===== src/rtl/cpu_ctl_pkg.sv =====
// Shared types for the multi-cycle main control unit:
// opcodes, state encodings, select codes and the control word.
package cpu_ctl_pkg;

    localparam logic [5:0] OP_RTYPE = 6'b000000;
    localparam logic [5:0] OP_LW    = 6'b100011;
    localparam logic [5:0] OP_SW    = 6'b101011;
    localparam logic [5:0] OP_BEQ   = 6'b000100;
    localparam logic [5:0] OP_J     = 6'b000010;
    localparam logic [5:0] OP_ADDI  = 6'b001000;

    localparam logic [1:0] ALUOP_ADD   = 2'b00;
    localparam logic [1:0] ALUOP_SUB   = 2'b01;
    localparam logic [1:0] ALUOP_FUNCT = 2'b10;

    localparam logic [1:0] SRCB_B      = 2'b00;
    localparam logic [1:0] SRCB_FOUR   = 2'b01;
    localparam logic [1:0] SRCB_IMM    = 2'b10;
    localparam logic [1:0] SRCB_IMM_SH = 2'b11;

    localparam logic [1:0] PCSRC_ALU    = 2'b00;
    localparam logic [1:0] PCSRC_ALUOUT = 2'b01;
    localparam logic [1:0] PCSRC_JUMP   = 2'b10;

    typedef enum logic [3:0] {
        S_INIT      = 4'd0,
        S_FETCH     = 4'd1,
        S_DECODE    = 4'd2,
        S_MEM_ADDR  = 4'd3,
        S_MEM_READ  = 4'd4,
        S_MEM_WB    = 4'd5,
        S_MEM_WRITE = 4'd6,
        S_R_EXEC    = 4'd7,
        S_R_WB      = 4'd8,
        S_ADDI_EXEC = 4'd9,
        S_ADDI_WB   = 4'd10,
        S_BRANCH    = 4'd11,
        S_JUMP      = 4'd12,
        S_ILLEGAL   = 4'd13
    } state_e;

    typedef struct packed {
        logic       pc_write;
        logic       pc_write_cond;
        logic       iord;
        logic       mem_read;
        logic       mem_write;
        logic       ir_write;
        logic       mem_to_reg;
        logic       reg_dst;
        logic       reg_write;
        logic       alu_src_a;
        logic [1:0] alu_src_b;
        logic [1:0] alu_op;
        logic [1:0] pc_source;
    } ctl_word_t;

endpackage


===== src/rtl/multicycle_control_if.sv =====
// Controller <-> datapath bundle: opcode and memory handshake in,
// datapath enables, ALU selects and status out.
interface multicycle_control_if #(
    parameter int CNT_W = 32
);
    logic [5:0]       Opcode;
    logic             mem_ready;
    logic             PCWrite;
    logic             PCWriteCond;
    logic             IorD;
    logic             MemRead;
    logic             MemWrite;
    logic             IRWrite;
    logic             MemtoReg;
    logic             RegDst;
    logic             RegWrite;
    logic             ALUSrcA;
    logic [1:0]       ALUSrcB;
    logic [1:0]       ALU_op;
    logic [1:0]       PCSource;
    logic             illegal_op;
    logic [CNT_W-1:0] instr_count;

    modport master (
        input  Opcode, mem_ready,
        output PCWrite, PCWriteCond, IorD, MemRead, MemWrite,
        output IRWrite, MemtoReg, RegDst, RegWrite, ALUSrcA,
        output ALUSrcB, ALU_op, PCSource, illegal_op, instr_count
    );

    modport slave (
        output Opcode, mem_ready,
        input  PCWrite, PCWriteCond, IorD, MemRead, MemWrite,
        input  IRWrite, MemtoReg, RegDst, RegWrite, ALUSrcA,
        input  ALUSrcB, ALU_op, PCSource, illegal_op, instr_count
    );
endinterface


===== src/rtl/mc_out_decode.sv =====
// Control word decoder: Moore outputs from state, with the IR and
// PC load in FETCH gated by the memory handshake.
module mc_out_decode
    import cpu_ctl_pkg::*;
(
    input  state_e    state,
    input  logic      mem_ready,
    output ctl_word_t ctl
);

    // Per-state control word; anything not set stays 0.
    always_comb begin
        ctl = '0;
        case (state)
            S_FETCH: begin
                ctl.mem_read  = 1'b1;
                ctl.alu_src_b = SRCB_FOUR;
                ctl.alu_op    = ALUOP_ADD;
                ctl.pc_source = PCSRC_ALU;
                ctl.ir_write  = mem_ready;
                ctl.pc_write  = mem_ready;
            end
            S_DECODE: begin
                ctl.alu_src_b = SRCB_IMM_SH;
                ctl.alu_op    = ALUOP_ADD;
            end
            S_MEM_ADDR, S_ADDI_EXEC: begin
                ctl.alu_src_a = 1'b1;
                ctl.alu_src_b = SRCB_IMM;
                ctl.alu_op    = ALUOP_ADD;
            end
            S_MEM_READ: begin
                ctl.mem_read = 1'b1;
                ctl.iord     = 1'b1;
            end
            S_MEM_WB: begin
                ctl.reg_write  = 1'b1;
                ctl.mem_to_reg = 1'b1;
            end
            S_MEM_WRITE: begin
                ctl.mem_write = 1'b1;
                ctl.iord      = 1'b1;
            end
            S_R_EXEC: begin
                ctl.alu_src_a = 1'b1;
                ctl.alu_src_b = SRCB_B;
                ctl.alu_op    = ALUOP_FUNCT;
            end
            S_R_WB: begin
                ctl.reg_write = 1'b1;
                ctl.reg_dst   = 1'b1;
            end
            S_ADDI_WB: begin
                ctl.reg_write = 1'b1;
            end
            S_BRANCH: begin
                ctl.alu_src_a     = 1'b1;
                ctl.alu_src_b     = SRCB_B;
                ctl.alu_op        = ALUOP_SUB;
                ctl.pc_write_cond = 1'b1;
                ctl.pc_source     = PCSRC_ALUOUT;
            end
            S_JUMP: begin
                ctl.pc_write  = 1'b1;
                ctl.pc_source = PCSRC_JUMP;
            end
            default: ctl = '0;
        endcase
    end

endmodule


===== src/rtl/multicycle_control.sv =====
// Multi-cycle main control FSM: state register, opcode sequencing,
// sticky illegal-opcode flag and retired-instruction counter.
module multicycle_control
    import cpu_ctl_pkg::*;
#(
    parameter int CNT_W = 32
) (
    input logic                  clk,
    input logic                  reset,
    multicycle_control_if.master bus
);

    localparam logic [CNT_W-1:0] ONE = {{(CNT_W-1){1'b0}}, 1'b1};

    state_e           state;
    logic             illegal;
    logic [CNT_W-1:0] count;
    ctl_word_t        ctl;

    mc_out_decode u_dec (
        .state     (state),
        .mem_ready (bus.mem_ready),
        .ctl       (ctl)
    );

    // State sequencing, sticky illegal flag and retire counter.
    always_ff @(posedge clk) begin
        if (reset) begin
            state   <= S_INIT;
            illegal <= 1'b0;
            count   <= '0;
        end else begin
            case (state)
                S_INIT:   state <= S_FETCH;
                S_FETCH:  if (bus.mem_ready) state <= S_DECODE;
                S_DECODE: begin
                    case (bus.Opcode)
                        OP_RTYPE:     state <= S_R_EXEC;
                        OP_LW, OP_SW: state <= S_MEM_ADDR;
                        OP_BEQ:       state <= S_BRANCH;
                        OP_J:         state <= S_JUMP;
                        OP_ADDI:      state <= S_ADDI_EXEC;
                        default: begin
                            state   <= S_ILLEGAL;
                            illegal <= 1'b1;
                        end
                    endcase
                end
                S_MEM_ADDR:
                    state <= (bus.Opcode == OP_SW) ? S_MEM_WRITE
                                                   : S_MEM_READ;
                S_MEM_READ: if (bus.mem_ready) state <= S_MEM_WB;
                S_MEM_WRITE: begin
                    if (bus.mem_ready) begin
                        state <= S_FETCH;
                        count <= count + ONE;
                    end
                end
                S_R_EXEC:    state <= S_R_WB;
                S_ADDI_EXEC: state <= S_ADDI_WB;
                S_MEM_WB, S_R_WB, S_ADDI_WB, S_BRANCH, S_JUMP: begin
                    state <= S_FETCH;
                    count <= count + ONE;
                end
                S_ILLEGAL: state <= S_ILLEGAL;
                default:   state <= S_INIT;
            endcase
        end
    end

    assign bus.PCWrite     = ctl.pc_write;
    assign bus.PCWriteCond = ctl.pc_write_cond;
    assign bus.IorD        = ctl.iord;
    assign bus.MemRead     = ctl.mem_read;
    assign bus.MemWrite    = ctl.mem_write;
    assign bus.IRWrite     = ctl.ir_write;
    assign bus.MemtoReg    = ctl.mem_to_reg;
    assign bus.RegDst      = ctl.reg_dst;
    assign bus.RegWrite    = ctl.reg_write;
    assign bus.ALUSrcA     = ctl.alu_src_a;
    assign bus.ALUSrcB     = ctl.alu_src_b;
    assign bus.ALU_op      = ctl.alu_op;
    assign bus.PCSource    = ctl.pc_source;
    assign bus.illegal_op  = illegal;
    assign bus.instr_count = count;

endmodule


===== src/flat_wrapper.sv =====
// flat-port wrapper written by rule: the top's interface ports become plain ports
module multicycle_control_flat import cpu_ctl_pkg::*;
#(
    parameter int CNT_W = 32
)
  (clk, reset, bus_Opcode, bus_mem_ready, bus_PCWrite, bus_PCWriteCond, bus_IorD, bus_MemRead, bus_MemWrite, bus_IRWrite, bus_MemtoReg, bus_RegDst, bus_RegWrite, bus_ALUSrcA, bus_ALUSrcB, bus_ALU_op, bus_PCSource, bus_illegal_op, bus_instr_count);
  multicycle_control_if #(.CNT_W(CNT_W)) bus_i ();
  input logic clk;
  input logic reset;
  input wire logic [$bits(bus_i.Opcode)-1:0] bus_Opcode;
  input wire logic [$bits(bus_i.mem_ready)-1:0] bus_mem_ready;
  output wire logic [$bits(bus_i.PCWrite)-1:0] bus_PCWrite;
  output wire logic [$bits(bus_i.PCWriteCond)-1:0] bus_PCWriteCond;
  output wire logic [$bits(bus_i.IorD)-1:0] bus_IorD;
  output wire logic [$bits(bus_i.MemRead)-1:0] bus_MemRead;
  output wire logic [$bits(bus_i.MemWrite)-1:0] bus_MemWrite;
  output wire logic [$bits(bus_i.IRWrite)-1:0] bus_IRWrite;
  output wire logic [$bits(bus_i.MemtoReg)-1:0] bus_MemtoReg;
  output wire logic [$bits(bus_i.RegDst)-1:0] bus_RegDst;
  output wire logic [$bits(bus_i.RegWrite)-1:0] bus_RegWrite;
  output wire logic [$bits(bus_i.ALUSrcA)-1:0] bus_ALUSrcA;
  output wire logic [$bits(bus_i.ALUSrcB)-1:0] bus_ALUSrcB;
  output wire logic [$bits(bus_i.ALU_op)-1:0] bus_ALU_op;
  output wire logic [$bits(bus_i.PCSource)-1:0] bus_PCSource;
  output wire logic [$bits(bus_i.illegal_op)-1:0] bus_illegal_op;
  output wire logic [$bits(bus_i.instr_count)-1:0] bus_instr_count;
  assign bus_i.Opcode = bus_Opcode;
  assign bus_i.mem_ready = bus_mem_ready;
  assign bus_PCWrite = bus_i.PCWrite;
  assign bus_PCWriteCond = bus_i.PCWriteCond;
  assign bus_IorD = bus_i.IorD;
  assign bus_MemRead = bus_i.MemRead;
  assign bus_MemWrite = bus_i.MemWrite;
  assign bus_IRWrite = bus_i.IRWrite;
  assign bus_MemtoReg = bus_i.MemtoReg;
  assign bus_RegDst = bus_i.RegDst;
  assign bus_RegWrite = bus_i.RegWrite;
  assign bus_ALUSrcA = bus_i.ALUSrcA;
  assign bus_ALUSrcB = bus_i.ALUSrcB;
  assign bus_ALU_op = bus_i.ALU_op;
  assign bus_PCSource = bus_i.PCSource;
  assign bus_illegal_op = bus_i.illegal_op;
  assign bus_instr_count = bus_i.instr_count;
  multicycle_control #(.CNT_W(CNT_W)) u_core (.clk(clk), .reset(reset), .bus(bus_i));
endmodule

===== config.mk =====
export PLATFORM = sky130hd
export DESIGN_NAME = multicycle_control_flat
export DESIGN_NICKNAME = d
export VERILOG_FILES = /design/src/rtl/cpu_ctl_pkg.sv /design/src/rtl/multicycle_control_if.sv /design/src/rtl/mc_out_decode.sv /design/src/rtl/multicycle_control.sv /design/src/flat_wrapper.sv
export SDC_FILE = /design/constraint.sdc
export NUM_CORES = 1
export LEC_CHECK = 0
export CORE_AREA = 2 2 70 72
export DETAILED_ROUTE_END_ITERATION = 10
export DIE_AREA = 0 0 72 74
export PLACE_DENSITY = 0.86
export SLEW_MARGIN = 15
export SYNTH_ARGS = -nofsm -noshare
export SYNTH_HDL_FRONTEND = slang
export SYNTH_SLANG_ARGS = --single-unit

===== constraint.sdc =====
create_clock -name clk -period 2.2 [get_ports clk]
set_input_delay 0.44 -clock clk [delete_from_list [all_inputs] [get_ports clk]]
set_output_delay 0.44 -clock clk [all_outputs]
set_load 0.005 [all_outputs]

Word level (Yosys, flattened, before mapping)
Index checks and enable logic that the tools add are counted.

word-level totals
  bits in registers = 37
  output and inout port bits = 49
  input port bits = 9
  logic and storage cells = 61

operators by class
  bitwise gates (word level) = 1
  multiplexer cells = 20
  $add $sub $neg = 1
  equality and inequality tests = 21
  reduce and logical (&&, ||, !) cells = 15

operators by type and width
  operator                 count
  $pmux W32 S2             1
  $pmux W4 S5              2
  $pmux W4 S9              1
  $add A32 B1 Y32 const B  1
  $mux W32                 1
  $eq A4 B4 Y1 const B     6
  $eq A4 B3 Y1 const B     4
  $eq A6 B6 Y1 const B     2
  $mux W4                  3
  $reduce_or A6 Y1         2
  $mux W1                  9
  $eq A4 B2 Y1 const B     2
  $reduce_or A2 Y1         4
  $eq A6 B2 Y1 const B     1
  $eq A6 B3 Y1 const B     1
  $eq A6 B4 Y1 const B     1
  $logic_not A6 Y1         1
  $ne A2 B2 Y1 const B     3
  $reduce_or A5 Y1         1
  $eq A4 B1 Y1 const B     1
  $logic_not A4 Y1         1
  $pmux W2 S2              1
  $reduce_and A2 Y1        2
  $reduce_or A4 Y1         1
  other kinds (6)          6

Longest topological paths before layout
Gate-level depths: netlist of the first run.

  depth in word-level cells = 4
  mapped depth = 7

Modules after synthesis
Synthesis of the first run repeated with hierarchy kept, for this count alone.

unflattened totals
  cells, all modules = 307
  area total of the unflattened synthesis = 2742.6 um^2

by module, submodules not included
  module              sequential area each (um^2)  area each (um^2)  cells an instance  times used
  multicycle_control  740.7                        2491.1            276                1
  mc_out_decode       0.0                          251.5             31                 1

Worst setup path before layout of the first run
OpenSTA, ideal clock, no wires.

  kind = register to output
  start = register u_core.state[1]
  end = output bus_PCSource[0]
  data required time = 1.760 ns
  buffers on the path = 3
  arrival = 1.304 ns
  cell stages (with the launch flop) = 6
  path slack = 0.456 ns
  cells stage by stage = dfxtp_1 > buf_6 > clkbuf_1 > nor2b_1 > and3_1 > buf_4

on the way
  longest elaborated chain between the ends = 2
  elaborated cells on any way between the ends = 3
  classes of those cells = 2 x eq/ne; 1 x mux

RTL lines
  item                    RTL line                  source
  from (decl)             multicycle_control.sv:15  state_e state;
  from (signal assigned)  multicycle_control.sv:50  state <= (bus.Opcode == OP_SW) ? S_MEM_WRITE
  $eq A4 B4 Y1            mc_out_decode.sv:14       case (state)
  $pmux W2 S2 *           mc_out_decode.sv:14
  to (decl)               flat_wrapper.sv:24        output wire logic [$bits(bus_i.PCSource)-1:0] bus_PCSource;

Mark *: on every way between the ends. The rest lies on a longest branch, timed or not.

Worst setup path after layout of the first run
  start = register u_core.state[0]
  end = output bus_PCWrite

on the way
  longest elaborated chain between the ends = 2
  elaborated cells on any way between the ends = 3
  classes of those cells = 2 x eq/ne; 1 x mux

RTL lines
  item                                                 RTL line             source
  $eq A4 B4 Y1 / $eq A4 B1 Y1 (equally long branches)  mc_out_decode.sv:14
  $pmux W1 S2 *                                        mc_out_decode.sv:14
  to (decl)                                            flat_wrapper.sv:12   output wire logic [$bits(bus_i.PCWrite)-1:0] bus_PCWrite;

Marked as above.

==> results of run 1 <==
[cells in the mapped netlist (2+ instances only)]
cell,instances
a2111oi_0,2
a211oi_1,3
a21oi_1,26
a31oi_1,2
and2_1,2
and3_1,4
and4_1,5
buf_2,4
clkbuf_1,9
dfxtp_1,37
inv_1,7
mux2i_1,2
nand2_1,17
nand2b_1,6
nand3_1,11
nand4_1,9
nor2_1,33
nor2b_1,4
nor3_1,7
nor4_1,2
o2111ai_1,3
o211ai_1,4
o21ai_0,14
or2_2,2
or3_1,10
or4_1,3
xnor2_1,17
xor2_1,4
[sequential cells by signal, indices dropped and copies added, names as in the netlist]
register / flops
u_core.bus.illegal_op: 1
u_core.bus.instr_count: 32
u_core.state: 4
[power by group]
part / leakage (nW) / internal, mW / switching, mW
clock network: 0.0585 / 0.369 / 0.238
logic: 0.680 / 0.127 / 0.112
registers: 0.301 / 0.681 / 0.0197
[through the flow]
| stage | utilization, % | setup slack (ns) | total power, mW | instance area [um^2] | cells |
|---|---|---|---|---|---|
| 5_1_grt | 65.8 | 0.00137 | 1.62 | 3030 | 399 |
| 3_3_place_gp | 62.3 | -0.0411 | 0.935 | 2860 | 389 |
| 2_1_floorplan | - | 0.456 | 0.834 | 2130 | 271 |
| 3_5_place_dp | 62.3 | -0.107 | 0.939 | 2860 | 389 |
| 4_1_cts | 65.0 | -0.00529 | 1.55 | 2990 | 397 |
| 6_report | 65.8 | 0.0655 | 1.55 | 3030 | 399 |
[final timing paths]
check,start,end,slack (ns)
hold reg to reg,u_core.bus.illegal_op,u_core.bus.illegal_op,0.48
setup / recovery,u_core.state[0],bus_PCWrite,0.07
hold / removal,u_core.bus.illegal_op,u_core.bus.illegal_op,0.48
setup reg to reg,u_core.bus.instr_count[1],u_core.bus.instr_count[12],0.27
[cell families (layout without fill, tap and decap cells)]
logic type	Yosys count	after routing	synth area share [%]
DFF	37	37	34.8
adders and majority gates	1	1	0.588
buffers and inverters	23	97	4.82
xor gates and xnor gates	21	21	8.64
and+or+nand+nor	121	121	30.7
AOI/OAI and AO/OA	65	65	19.0
muxes	3	3	1.47
[worst max-delay path, delay by kind of cell, from the launching register on]
family                 cells  cell delay, ns
AND/OR/NAND/NOR            3            0.58
buffers and inverters      1            0.45
flip-flops                 1            0.38
[timing repair]
action,4_1_cts,5_1_grt
setup endpoints to repair,8,8
gates resized for setup,6,8
buffers inserted,0,2
[layout make-up]
class                   count  area, um^2  share of cell area [%]
multi-input cells         211        1310                    43.1
well taps                  54        67.6                    2.23
repair buffers             82         757                    25.0
flip-flops and latches     37         753                    24.9
clock buffers               7        86.3                    2.85
inverters                   7        26.3                   0.868
clock inverters             1        30.0                   0.993
[metal layers]
metal	routed length (um)	global-route usage, %	share of wire (%)
met5	0	0	0
met4	70	9.43	1.3
met3	293	5.42	5.5
met2	2610	34.3	49
met1	2380	24.4	44
==> qor.csv, run 1 <==
stage,metric,value,unit
cts,htree_levels,2,
pwr,power_density,511,nW/um^2
detailed_routing,wirelength,5360,um
synthesis,yosys-top-cells-area,"dfxtp_1 35%, xnor2_1 7.0%, a21oi_1 6.1%",
detailed_routing,vias,2266,
synthesis,netlist.area_leader.share,34.8,%
cts,cts_root_buffer,clkbuf_8,
detailed_routing,drc,0,
critical_path,path_class,reg2out,
sta,worstMarginPinSlew,0.563,ns
cells_and_area,num-nets-final,354,
floorplan,dieWidth,72,um
sta,post-route-period-util,97.0,%
synthesis,synth-warning-count,0,
detailed_routing,drt-initial-drc-count,148,
cells_and_area,area_growth,42.2,%
sta,min_period,2.13,ns
placement,numPortBuffers,57,
global_routing,overflow,0,
floorplan,start_util,46.3,%
synthesis,synth-main-ff-cell,dfxtp_1,
cts,cts_hold_buf,0,
critical_path,crit_chain,"nor2b_1, and3_1, or2_2, clkdlybuf4s50_1",
synthesis,syn_area_per_cell,7.85,um^2
sta,tns,0,ns
flow_run,cap_violations,0,
synthesis,synthCells,271,
synthesis,synth_cell_types,50,
cells_and_area,nFillCells,389,
critical_path,slowest_stage,clkdlybuf4s50_1,
global_routing,track_usage,20.3,%
sta,max_freq,468,MHz
cells_and_area,n_antenna_cell,0,
cts,path_clk_slew,0.07,ns
sta,rsz0062_at_grt,no,
synthesis,synth_edf_count,0,
global_routing,grt_pass1_vias,2032,
critical_path,startpoint_type,flip-flop,
sta,relSlewSlack,62.3,%
cts,cts_buffers,5,
sta,hold_viol,0,
global_routing,grt_pass1_wl,8770,um
floorplan,die_h,74,um
cts,clk_latency,0.29,ns
pwr,power_leakage,1.04,nW
cts,cts_sinks,37,
floorplan,core_region_area,4600,um^2
cells_and_area,final_cell_mix,"56 x clkdlybuf4s50_1, 33 x nor2_1, 33 x dfxtp_1",
critical_path,ff2ff_path_depth,6,
pwr,ir_drop,0.344,mV
synthesis,ys_seq_area_share,34.8,%
synthesis,synth_area,2130,um^2
critical_path,crit_fanout,11,
cts,clk_path_buf_depth,2,
critical_path,critPathArrivalTime,1.69,ns
floorplan,ios,58,
placement,place.gp.congestion,0.912,
hold_path,worstHoldPathType,reg2reg,
synthesis,synth-seq-cells,37,
floorplan,die_area,5330,um^2
cells_and_area,final_layout_size_suffix_gt1_share,13.9,%
cells_and_area,final_common_cell,clkdlybuf4s50_1,
detailed_routing,wire_per_inst,13.4,um
synthesis,yosys.area.top_type,dfxtp_1,
global_routing,antenna_found_initial,0,
sta,skew,0.00407,ns
critical_path,crit_required,1.76,ns
sta,finalMaxSlewViolations,0,
synthesis,syn-num-nets,281,
status,status,"complete, no violations",
sta,setup_viol,0,
detailed_routing,via_per_inst,5.68,
floorplan,row_count,25,
critical_path,max_stage_delay,0.45,ns
detailed_routing,drtAntennaViolNets,0,
cts,cts_tree,yes,
global_routing,grt_max_degree,20,
hold_path,hold_depth,2,
sta,hold_slack,0.478,ns
synthesis,ys_async_sr_fraction,0,%
detailed_routing,firstDrtPassIters,4,
critical_path,endpoint_kind,output port,
placement,post-dp-hpwl,3920,um
Note: power is estimated with default switching activity, not from simulation.
==> inputs of run 2 (changes only) <==
--- a/config.mk
+++ b/config.mk
@@ -5,10 +5,10 @@
 export SDC_FILE = /design/constraint.sdc
 export NUM_CORES = 1
 export LEC_CHECK = 0
-export CORE_AREA = 2 2 70 72
+export CORE_AREA = 2 2 69 71
 export DETAILED_ROUTE_END_ITERATION = 10
-export DIE_AREA = 0 0 72 74
-export PLACE_DENSITY = 0.86
+export DIE_AREA = 0 0 71 73
+export PLACE_DENSITY = 0.88
 export SLEW_MARGIN = 15
 export SYNTH_ARGS = -nofsm -noshare
 export SYNTH_HDL_FRONTEND = slang
==> constraint.sdc (replaced) <==
create_clock -name clk -period 2.67 [get_ports clk]
set_input_delay 0.534 -clock clk [delete_from_list [all_inputs] [get_ports clk]]
set_output_delay 0.534 -clock clk [all_outputs]
set_load 0.005 [all_outputs]
==> qor.csv, run 2 (synthesized netlist as in run 1, its figures left out) <==
stage,metric,value,unit
cts,cts_tree,yes,
floorplan,die_area,5180,um^2
placement,dpl_cell_area,2770,um^2
placement,numPortBuffers,57,
flow_run,cap_violations,0,
cells_and_area,final_cell_mix,"57 x clkdlybuf4s50_1, 35 x dfxtp_1, 33 x nor2_1",
critical_path,crit_required,2.14,ns
global_routing,grt_max_degree,18,
sta,rsz0062_at_grt,no,
placement,post-dp-hpwl,3820,um
detailed_routing,drc,0,
cts,cts_buffers,5,
hold_path,hold_start,u_core.bus.illegal_op,
detailed_routing,firstDrtPassIters,4,
sta,setup_ws,0.151,ns
sta,setup_viol,0,
critical_path,ff2ff_path_depth,6,
detailed_routing,vias,2188,
cts,cts_resized,0,
cts,cts_root_buffer,clkbuf_8,
cts,clk_path_buf_depth,2,
cells_and_area,stdcell_area,2870,um^2
placement,place_ws,0.100,ns
pwr,power_density,426,nW/um^2
floorplan,dieWidth,71,um
critical_path,r2r_slack,0.40,ns
cts,path_clk_slew,0.07,ns
cts,clk_latency,0.29,ns
critical_path,crit_chain,"nand2b_1, nor2_1, or2_2, clkdlybuf4s50_1",
sta,post-route-period-util,94.3,%
cells_and_area,n_antenna_cell,0,
cts,postCtsSetupRepairBufs,0,
critical_path,endpoint_kind,output port,
sta,skew,0.00968,ns
cts,cts_sinks,37,
critical_path,startpoint_type,flip-flop,
hold_path,whs_endpoint,u_core.bus.illegal_op,
global_routing,grt_pass1_vias,1928,
global_routing,antenna_found_initial,0,
pwr,ir_drop,0.192,mV
global_routing,track_usage,20.8,%
cells_and_area,final_layout_size_suffix_gt1_share,7.90,%
sta,finalMaxSlewViolations,0,
floorplan,ios,58,
cells_and_area,largest_reg_flops,32,
detailed_routing,wirelength,5370,um
floorplan,row_count,25,
detailed_routing,drtAntennaViolNets,0,
pwr,power_leakage,0.949,nW
critical_path,r2r-start,u_core.state[1],
critical_path,critPathArrivalTime,1.98,ns
critical_path,slowest_stage,dfxtp_1,
critical_path,path_class,reg2out,
global_routing,grt_pass1_wl,8640,um
status,status,"complete, no violations",
cells_and_area,num-nets-final,339,
sta,worstMarginPinSlew,0.697,ns
critical_path,crit_fanout,12,
cells_and_area,area_growth,34.9,%
placement,place.gp.congestion,0.832,
sta,min_period,2.52,ns
detailed_routing,via_per_inst,5.71,
floorplan,core_region_area,4540,um^2
detailed_routing,wire_per_inst,14.0,um
sta,hold_viol,0,
cts,htree_levels,2,
hold_path,worstHoldPathType,reg2reg,
critical_path,timing.rr.end,u_core.bus.instr_count[22],
sta,max_freq,397,MHz
hold_path,hold_depth,2,
cts,cts_hold_buf,0,
sta,tns,0,ns
sta,relSlewSlack,53.3,%
detailed_routing,drt-initial-drc-count,123,
floorplan,start_util,46.9,%
critical_path,max_stage_delay,0.58,ns
cells_and_area,final_common_cell,clkdlybuf4s50_1,
floorplan,die_h,73,um
global_routing,overflow,0,
[run 2: worst max-delay path: cells and delay by family, from the launching register on]
kind                   cells  cell delay, ns
buffers and inverters      1            0.45
AND/OR/NAND/NOR            3            0.66
flip-flops                 1            0.58
[run 2: per-layer routing]
metal,vias to the layer above,track usage (%),wire [um]
li1,1093,-,-
met1,1023,25.1,2290
met2,64,36.7,2720
met3,8,4.56,304
met4,0,6.92,61
met5,-,0,0
[run 2: worst max path at each step]
stage	from	end	slack, ns
after floorplan	u_core.state[1]	bus_PCSource[0]	0.83
after global placement	bus_mem_ready	u_core.bus.instr_count[22]	0.16
after detailed placement	bus_mem_ready	u_core.bus.instr_count[22]	0.10
after CTS	u_core.state[2]	bus_PCWrite	0.10
after global routing	u_core.state[1]	bus_PCWrite	0.07
final	u_core.state[1]	bus_PCWrite	0.15
[run 2: per-stage QoR]
step	std cells	power (mW)	hold slack, ns	utilization [%]
final	383	1.22	0.494	63.3
after global routing	383	1.28	0.549	63.3
after CTS	383	1.23	0.491	63.3
after detailed placement	376	0.769	0.464	61.0
after global placement	376	0.763	0.452	61.0
after floorplan	271	0.687	0.460	-
[run 2: layout make-up]
cell class	instances	area (um^2)
clock inverter	2	35.0
tap	54	67.6
sequential	37	743
timing repair buffer	67	646
multi-input combinational	211	1280
clock buffer	5	68.8
inverter	7	26.3
fill	384	1660
[run 2: power by group]
group / internal (mW) / switching [mW] / leakage, nW
sequential: 0.561 / 0.0257 / 0.299
combinational: 0.0929 / 0.0787 / 0.596
clock: 0.271 / 0.195 / 0.0540
total: 0.925 / 0.299 / 0.949
